## src/rtl/ram_arb_pkg.sv

```systemverilog
// ram_arb_pkg: shared types and the round-robin pick function for ram_arbiter.
package ram_arb_pkg;
   localparam int ADDR_W_DEF = 15;
   localparam int DATA_W_DEF = 8;

   typedef enum logic [1:0] {IDLE, ISSUE, WAIT} state_e;
   typedef enum logic {PORT_A, PORT_B} port_e;

   typedef struct packed {
      logic  valid;
      port_e id;
   } pick_t;

   // A held lock hands the slot to B (or to nobody if B is not asking).
   function automatic pick_t rr_pick(input logic a_req, b_req, last_b, lock);
      pick_t p;
      p.valid = lock ? b_req : (a_req | b_req);
      p.id    = (lock || !a_req || (b_req && !last_b)) ? PORT_B : PORT_A;
      return p;
   endfunction
endpackage

```

## src/rtl/ram_arbiter_if.sv

```systemverilog
// ram_arbiter_if: requester ports A/B plus the RAM-side bus; slave is the arbiter's view.
interface ram_arbiter_if
   import ram_arb_pkg::*;
#(
   parameter int ADDR_W = ADDR_W_DEF,
   parameter int DATA_W = DATA_W_DEF
) ();
   logic              a_req, a_we, a_gnt, a_rvalid;
   logic [ADDR_W-1:0] a_addr;
   logic [DATA_W-1:0] a_wdata, a_rdata;
   logic              b_req, b_we, b_gnt, b_rvalid, b_lock;
   logic [ADDR_W-1:0] b_addr;
   logic [DATA_W-1:0] b_wdata, b_rdata;
   logic              ram_read, ram_write;
   logic [ADDR_W-1:0] ram_address;
   logic [DATA_W-1:0] ram_di, ram_do;

   modport slave (
      input  a_req, a_we, a_addr, a_wdata, b_req, b_we, b_addr, b_wdata, b_lock, ram_do,
      output a_gnt, a_rvalid, a_rdata, b_gnt, b_rvalid, b_rdata,
             ram_read, ram_write, ram_address, ram_di
   );
   modport master (
      output a_req, a_we, a_addr, a_wdata, b_req, b_we, b_addr, b_wdata, b_lock, ram_do,
      input  a_gnt, a_rvalid, a_rdata, b_gnt, b_rvalid, b_rdata,
             ram_read, ram_write, ram_address, ram_di
   );
endinterface

```

## src/rtl/ram_arbiter.sv

```systemverilog
// ram_arbiter: round-robin two-port arbiter/sequencer for the single-port RAM and its mapped registers.
// Define RAM_ARB_LOCK_EN to let port B hold the RAM across a burst via b_lock.
module ram_arbiter
   import ram_arb_pkg::*;
#(
   parameter int ADDR_W   = ADDR_W_DEF,
   parameter int DATA_W   = DATA_W_DEF,
   parameter int READ_LAT = 1
) (
   input logic          mem_clk,
   input logic          mem_reset,
   ram_arbiter_if.slave bus
);
   state_e            state_q;
   port_e             win_q;
   logic              we_q, last_b_q;
   logic [1:0]        cnt_q;
   logic [ADDR_W-1:0] addr_q;
   logic [DATA_W-1:0] wdata_q, a_rdata_q, b_rdata_q;
   logic              lock, idle, done, sel_b;
   pick_t             pick;

`ifdef RAM_ARB_LOCK_EN
   assign lock = bus.b_lock & last_b_q;
`else
   logic unused_b_lock;
   assign unused_b_lock = bus.b_lock;
   assign lock          = 1'b0;
`endif

   assign pick  = rr_pick(bus.a_req, bus.b_req, last_b_q, lock);
   assign sel_b = pick.id == PORT_B;
   assign idle  = state_q == IDLE;
   assign done  = (state_q == WAIT) && (cnt_q == 2'd0);

   assign bus.a_gnt     = idle & pick.valid & ~sel_b;
   assign bus.b_gnt     = idle & pick.valid & sel_b;
   assign bus.a_rvalid  = done & (win_q == PORT_A);
   assign bus.b_rvalid  = done & (win_q == PORT_B);
   // Read data is forwarded in the valid cycle and held afterwards.
   assign bus.a_rdata   = bus.a_rvalid ? bus.ram_do : a_rdata_q;
   assign bus.b_rdata   = bus.b_rvalid ? bus.ram_do : b_rdata_q;
   assign bus.ram_read  = (state_q == ISSUE) & ~we_q;
   assign bus.ram_write = (state_q == ISSUE) & we_q;
   assign bus.ram_address = addr_q;
   assign bus.ram_di      = wdata_q;

   always_ff @(posedge mem_clk or posedge mem_reset) begin
      if (mem_reset) begin
         state_q   <= IDLE;
         win_q     <= PORT_A;
         we_q      <= 1'b0;
         last_b_q  <= 1'b1;
         cnt_q     <= 2'd0;
         addr_q    <= '0;
         wdata_q   <= '0;
         a_rdata_q <= '0;
         b_rdata_q <= '0;
      end else begin
         case (state_q)
            IDLE: if (pick.valid) begin
               state_q  <= ISSUE;
               win_q    <= pick.id;
               we_q     <= sel_b ? bus.b_we : bus.a_we;
               addr_q   <= sel_b ? bus.b_addr : bus.a_addr;
               wdata_q  <= sel_b ? bus.b_wdata : bus.a_wdata;
               last_b_q <= sel_b;
            end
            ISSUE: begin
               state_q <= we_q ? IDLE : WAIT;
               cnt_q   <= 2'(READ_LAT - 1);
            end
            WAIT: begin
               cnt_q <= cnt_q - 2'd1;
               if (cnt_q == 2'd0) begin
                  state_q <= IDLE;
                  if (win_q == PORT_B) b_rdata_q <= bus.ram_do;
                  else a_rdata_q <= bus.ram_do;
               end
            end
            default: state_q <= IDLE;
         endcase
      end
   end
endmodule

```

## src/flat_wrapper.sv

```systemverilog
// flat-port wrapper written by rule: the top's interface ports become plain ports
module ram_arbiter_flat import ram_arb_pkg::*;
#(
   parameter int ADDR_W   = ADDR_W_DEF,
   parameter int DATA_W   = DATA_W_DEF,
   parameter int READ_LAT = 1
)
  (mem_clk, mem_reset, bus_a_req, bus_a_we, bus_a_addr, bus_a_wdata, bus_b_req, bus_b_we, bus_b_addr, bus_b_wdata, bus_b_lock, bus_ram_do, bus_a_gnt, bus_a_rvalid, bus_a_rdata, bus_b_gnt, bus_b_rvalid, bus_b_rdata, bus_ram_read, bus_ram_write, bus_ram_address, bus_ram_di);
  ram_arbiter_if #(.ADDR_W(ADDR_W), .DATA_W(DATA_W)) bus_i ();
  input logic mem_clk;
  input logic mem_reset;
  input wire logic [$bits(bus_i.a_req)-1:0] bus_a_req;
  input wire logic [$bits(bus_i.a_we)-1:0] bus_a_we;
  input wire logic [$bits(bus_i.a_addr)-1:0] bus_a_addr;
  input wire logic [$bits(bus_i.a_wdata)-1:0] bus_a_wdata;
  input wire logic [$bits(bus_i.b_req)-1:0] bus_b_req;
  input wire logic [$bits(bus_i.b_we)-1:0] bus_b_we;
  input wire logic [$bits(bus_i.b_addr)-1:0] bus_b_addr;
  input wire logic [$bits(bus_i.b_wdata)-1:0] bus_b_wdata;
  input wire logic [$bits(bus_i.b_lock)-1:0] bus_b_lock;
  input wire logic [$bits(bus_i.ram_do)-1:0] bus_ram_do;
  output wire logic [$bits(bus_i.a_gnt)-1:0] bus_a_gnt;
  output wire logic [$bits(bus_i.a_rvalid)-1:0] bus_a_rvalid;
  output wire logic [$bits(bus_i.a_rdata)-1:0] bus_a_rdata;
  output wire logic [$bits(bus_i.b_gnt)-1:0] bus_b_gnt;
  output wire logic [$bits(bus_i.b_rvalid)-1:0] bus_b_rvalid;
  output wire logic [$bits(bus_i.b_rdata)-1:0] bus_b_rdata;
  output wire logic [$bits(bus_i.ram_read)-1:0] bus_ram_read;
  output wire logic [$bits(bus_i.ram_write)-1:0] bus_ram_write;
  output wire logic [$bits(bus_i.ram_address)-1:0] bus_ram_address;
  output wire logic [$bits(bus_i.ram_di)-1:0] bus_ram_di;
  assign bus_i.a_req = bus_a_req;
  assign bus_i.a_we = bus_a_we;
  assign bus_i.a_addr = bus_a_addr;
  assign bus_i.a_wdata = bus_a_wdata;
  assign bus_i.b_req = bus_b_req;
  assign bus_i.b_we = bus_b_we;
  assign bus_i.b_addr = bus_b_addr;
  assign bus_i.b_wdata = bus_b_wdata;
  assign bus_i.b_lock = bus_b_lock;
  assign bus_i.ram_do = bus_ram_do;
  assign bus_a_gnt = bus_i.a_gnt;
  assign bus_a_rvalid = bus_i.a_rvalid;
  assign bus_a_rdata = bus_i.a_rdata;
  assign bus_b_gnt = bus_i.b_gnt;
  assign bus_b_rvalid = bus_i.b_rvalid;
  assign bus_b_rdata = bus_i.b_rdata;
  assign bus_ram_read = bus_i.ram_read;
  assign bus_ram_write = bus_i.ram_write;
  assign bus_ram_address = bus_i.ram_address;
  assign bus_ram_di = bus_i.ram_di;
  ram_arbiter #(.ADDR_W(ADDR_W), .DATA_W(DATA_W), .READ_LAT(READ_LAT)) u_core (.mem_clk(mem_clk), .mem_reset(mem_reset), .bus(bus_i));
endmodule
```

## config.mk

```make
export PLATFORM = sky130hd
export DESIGN_NAME = ram_arbiter_flat
export DESIGN_NICKNAME = d
export VERILOG_FILES = /design/src/rtl/ram_arb_pkg.sv /design/src/rtl/ram_arbiter_if.sv /design/src/rtl/ram_arbiter.sv /design/src/flat_wrapper.sv
export SDC_FILE = /design/constraint.sdc
export NUM_CORES = 1
export LEC_CHECK = 0
export CELL_PAD_IN_SITES_DETAIL_PLACEMENT = 1
export CELL_PAD_IN_SITES_GLOBAL_PLACEMENT = 1
export CORE_UTILIZATION = 33
export CTS_BUF_LIST = sky130_fd_sc_hd__clkbuf_8 sky130_fd_sc_hd__clkbuf_16
export CTS_CLUSTER_DIAMETER = 200
export DETAILED_ROUTE_END_ITERATION = 10
export PLACE_DENSITY = 0.86
export SLEW_MARGIN = 0
export SYNTH_ARGS = -nofsm -noshare
export SYNTH_HDL_FRONTEND = slang
export SYNTH_SLANG_ARGS = --single-unit
```

## constraint.sdc

```tcl
create_clock -name mem_clk -period 2.6 [get_ports mem_clk]
set_input_delay 0.39 -clock mem_clk [delete_from_list [all_inputs] [get_ports mem_clk]]
set_output_delay 0.39 -clock mem_clk [all_outputs]
set_load 0.01 [all_outputs]
```

==> results.md <==
- Fin crit period: 2508 ps
- Layout Utilization: 0.5640
- Relative contribution of combinational cells to total power: 0.542
- Initial standard-cell utilization of the core: 0.3520
- Total number of clock tree sinks: 46
- Global-route track usage on met3: 0.04505
- Status: finished clean
- Clock network power share: 0.138
- Pin count of the biggest net entering global routing: 30
- Worst-path cell chain: inv_1 -> ha_4 -> nand3_1 -> buf_6 -> mux2_2 -> clkdlybuf4s50_1
- Final period utilization: 0.9647
- Biggest area consumer among synthesized cells: sky130_fd_sc_hd__dfrtp_1
- Depth of the most critical reg-to-reg path: 6
- Total design power: 3.927 mW
- RR Startpoint: u_core.state_q[0]$_DFFE_PP0P_
- Total grt overflow: 0
- Clock-pin slew of the registers on the worst-case setup and hold paths: 90 ps
- Via count: 1724
- Die area: 0.006790 mm^2
- Endpoint of the most critical register-to-register path: u_core.a_rdata_q[7]$_DFFE_PP0P_
- Syn avg cell area: 13.25 um^2
- Fin Clk Skew: 10.28 ps
- Class of the tightest hold or removal check: in2async
- Met2 usage: 0.3438
- Max-cap viol count: 0
- Worst EP arrival: 2120 ps
- Maximum resistive drop on vdd: 0.5902 mV
- Post-detailed-routing wire length: 6090 um
- Post-DRT Antenna Nets: 0
- Synth-to-Final Area Change: 60.23%
- TNS Setup: 0 ps
- Maximum cell stage delay along the critical path: 540 ps
- Die Height: 82.40 um
- Global-route wire length before repair: 9218 um
- Count of pins over their slew limit: 0
- Net switching fraction of the power: 0.3341
- Post-synthesis register bit count: 46
- Maximum clock rate: 398.7 MHz
- Std cell rows: 28
- CTS Buf Count: 5
- Critical path type: reg2out
- Antenna violations before repair: 0
- Fin worst setup slack: 91.82 ps
- Setup slack, reg-to-reg: 910 ps
- Total number of yosys warnings: 0
- Asr flop ratio synth: 1.000
- Post-route DRC: 0
- Final antenna diode count: 0
- Chip Width: 82.40 um
- Via count of the first global-routing pass: 1829
- Critical path required time: 2210 ps
- Iteration count of the initial detailed-routing pass: 3
- Root buffer cell: sky130_fd_sc_hd__clkbuf_8
- Gate Count Post-Synth: 161
- Number of enable-type register cells in the synthesized netlist: 0
- CTS tree: done
- Total standard cell area after synthesis: 0.002133 mm^2
- Main synth FF type: sky130_fd_sc_hd__dfrtp_1
- Worst slew margin relative to its limit: 0.5806
- Busiest grt layer: met2
- Fraction of final layout cells with drive strength greater than 1: 0.1818
- Per-cell via count in the routed design: 4.926
- Power density of the placed cells: 1149 mW/mm^2
- Net Count, Synth: 226
- Hold bufs inserted after CTS: 0
- Gpl congestion: 0.7236
- Met1 layer usage reported by global route: 0.2142
- Actual slew at the worst max-slew pin: 628.2 ps
- Worst setup slack after placement: 303.4 ps
- Internal power summed over all cells: 2.615 mW
- Count of buffers from port buffering: 104
- Final setup violation count: 0
- Overall global routing resource usage: 0.1879
- Most common cell after layout, fill and taps aside: sky130_fd_sc_hd__clkdlybuf4s50_1
- Area contributors post-synth: sky130_fd_sc_hd__dfrtp_1 (53%), sky130_fd_sc_hd__mux2_2 (13%), sky130_fd_sc_hd__a221o_1 (11%), sky130_fd_sc_hd__and2_0 (7.0%), sky130_fd_sc_hd__ha_1 (2.3%)
- Detailed Place HPWL: 4536 um
- DRC violation total after the first TritonRoute iteration: 43
- Largest driver fanout on the critical path: 12
- Slowest cell on crit path: sky130_fd_sc_hd__clkdlybuf4s50_1
- Synth top area share: 0.5279
- Clock latency of the later-clocked register in the worst-skew pair: 300 ps
- Type of element capturing the critical path: output port
- Maximum number of buffers from clock root to sink: 2
- Final Hold Vio Count: 0
- Category of the worst setup path launch point: flip-flop
- CTS H-tree lvls: 2
- Reported net switching power: 1.312 mW
- Routed length per instance: 17.40 um
- I/O pin cnt: 106
- Static Leak: 1.422 nW
- Sequential fraction of the synthesis area: 0.5402
- Area inside the core boundary: 0.006061 mm^2
- Share of power burned in registers: 0.320
- Netlist cell types: 25
- Final layout net count: 339
- Commonest cells after routing, fill and taps aside: sky130_fd_sc_hd__clkdlybuf4s50_1 (104), sky130_fd_sc_hd__dfrtp_1 (45), sky130_fd_sc_hd__and2_0 (24), sky130_fd_sc_hd__a221o_1 (24), sky130_fd_sc_hd__mux2_2 (24)
==> registers in the layout, summed over array words and instances, names as in the netlist <==
| register | count |
|---|---|
| u_core.cnt_q | 2 |
| u_core.b_rdata_q | 8 |
| u_core.we_q | 1 |
| u_core.last_b_q | 1 |
| u_core.a_rdata_q | 8 |
| u_core.bus.ram_address | 15 |
| u_core.bus.ram_di | 8 |
| u_core.state_q | 2 |
| u_core.win_q | 1 |
==> synth_stat cells (2+ instances only) <==
| cell type | count |
|---|---|
| sky130_fd_sc_hd__nor2b_1 | 2 |
| sky130_fd_sc_hd__a21o_1 | 2 |
| sky130_fd_sc_hd__mux2_1 | 4 |
| sky130_fd_sc_hd__and2_0 | 24 |
| sky130_fd_sc_hd__buf_2 | 4 |
| sky130_fd_sc_hd__mux2_2 | 24 |
| sky130_fd_sc_hd__ha_1 | 4 |
| sky130_fd_sc_hd__nand3_1 | 2 |
| sky130_fd_sc_hd__dfrtp_1 | 45 |
| sky130_fd_sc_hd__o21ai_0 | 2 |
| sky130_fd_sc_hd__buf_6 | 2 |
| sky130_fd_sc_hd__inv_1 | 8 |
| sky130_fd_sc_hd__nand2_1 | 2 |
| sky130_fd_sc_hd__buf_4 | 2 |
| sky130_fd_sc_hd__a221o_1 | 24 |
==> kinds of logic (layout without fill, tap and decap cells) <==
family,after synthesis,count (layout),share of synthesized area
AO/OA/AOI/OAI,33,33,0.1455
buffers and inverters,16,130,0.04105
flip-flops,46,46,0.5402
multiplexers,28,28,0.1478
AND/OR/NAND/NOR,34,34,0.1021
adder cells (fa/ha/maj),4,4,0.02346
==> worst max-delay path by stage <==
stage	cells after the start	slack, ps	to	from
floorplan	5	820	bus_b_rdata[3]	u_core.state_q[0]$_DFFE_PP0P_
global placement	6	370	bus_b_rdata[7]	u_core.state_q[0]$_DFFE_PP0P_
detailed placement	6	300	bus_b_rdata[5]	u_core.state_q[0]$_DFFE_PP0P_
CTS	6	20	bus_b_rdata[5]	u_core.state_q[0]$_DFFE_PP0P_
global route	6	-10	bus_b_rdata[5]	u_core.state_q[0]$_DFFE_PP0P_
finish	6	90	bus_b_rdata[5]	u_core.state_q[0]$_DFFE_PP0P_
==> through the flow <==
step	hold slack [ps]	instances	area, um^2
floorplan	458.5	161	2133
global placement	468.3	339	3263
detailed placement	481.4	339	3263
CTS	494.6	347	3379
global route	520.1	350	3418
finish	483.5	350	3418
==> layout make-up <==
| class | instances | area (um^2) |
|---|---|---|
| Sequential cell | 46 | 1152 |
| Multi-Input combinational cell | 99 | 908.4 |
| Clock buffer | 5 | 68.82 |
| Tap cell | 75 | 93.84 |
| Inverter | 8 | 30.03 |
| Clock inverter | 3 | 45.04 |
| Timing Repair Buffer | 114 | 1120 |
| Fill cell | 636 | 2643 |
==> metal layers <==
layer / share of wire / wire length [um]
met5: 0 / 0
met4: 0.010 / 62
met3: 0.061 / 369
met2: 0.53 / 3237
met1: 0.40 / 2421
==> power by group through the flow <==
stage,sequential [mW],combinational [mW],clock (mW)
global placement,1.24,2.03,0
CTS,1.26,2.14,0.555
global route,1.30,2.30,0.582
finish,1.26,2.13,0.541
detailed placement,1.27,2.11,0
floorplan,1.30,1.02,0
==> critical path, delay by kind of cell, from the launching register on <==
family / cells / cell delay (ps)
buffers and inverters: 3 / 860
AND/OR/NAND/NOR: 1 / 120
multiplexers: 1 / 240
flip-flops: 1 / 400
adder cells (fa/ha/maj): 1 / 200
==> what timing repair did <==
| action | 4_1_cts | 5_1_grt |
|---|---|---|
| endpoints found under the hold margin | 0 | 0 |
| buffers inserted | 0 | 3 |
| setup endpoints to repair | 16 | 16 |
| pin swaps | 0 | 0 |
| resized for setup | 1 | 3 |
Power figures use the tool's default switching activity.
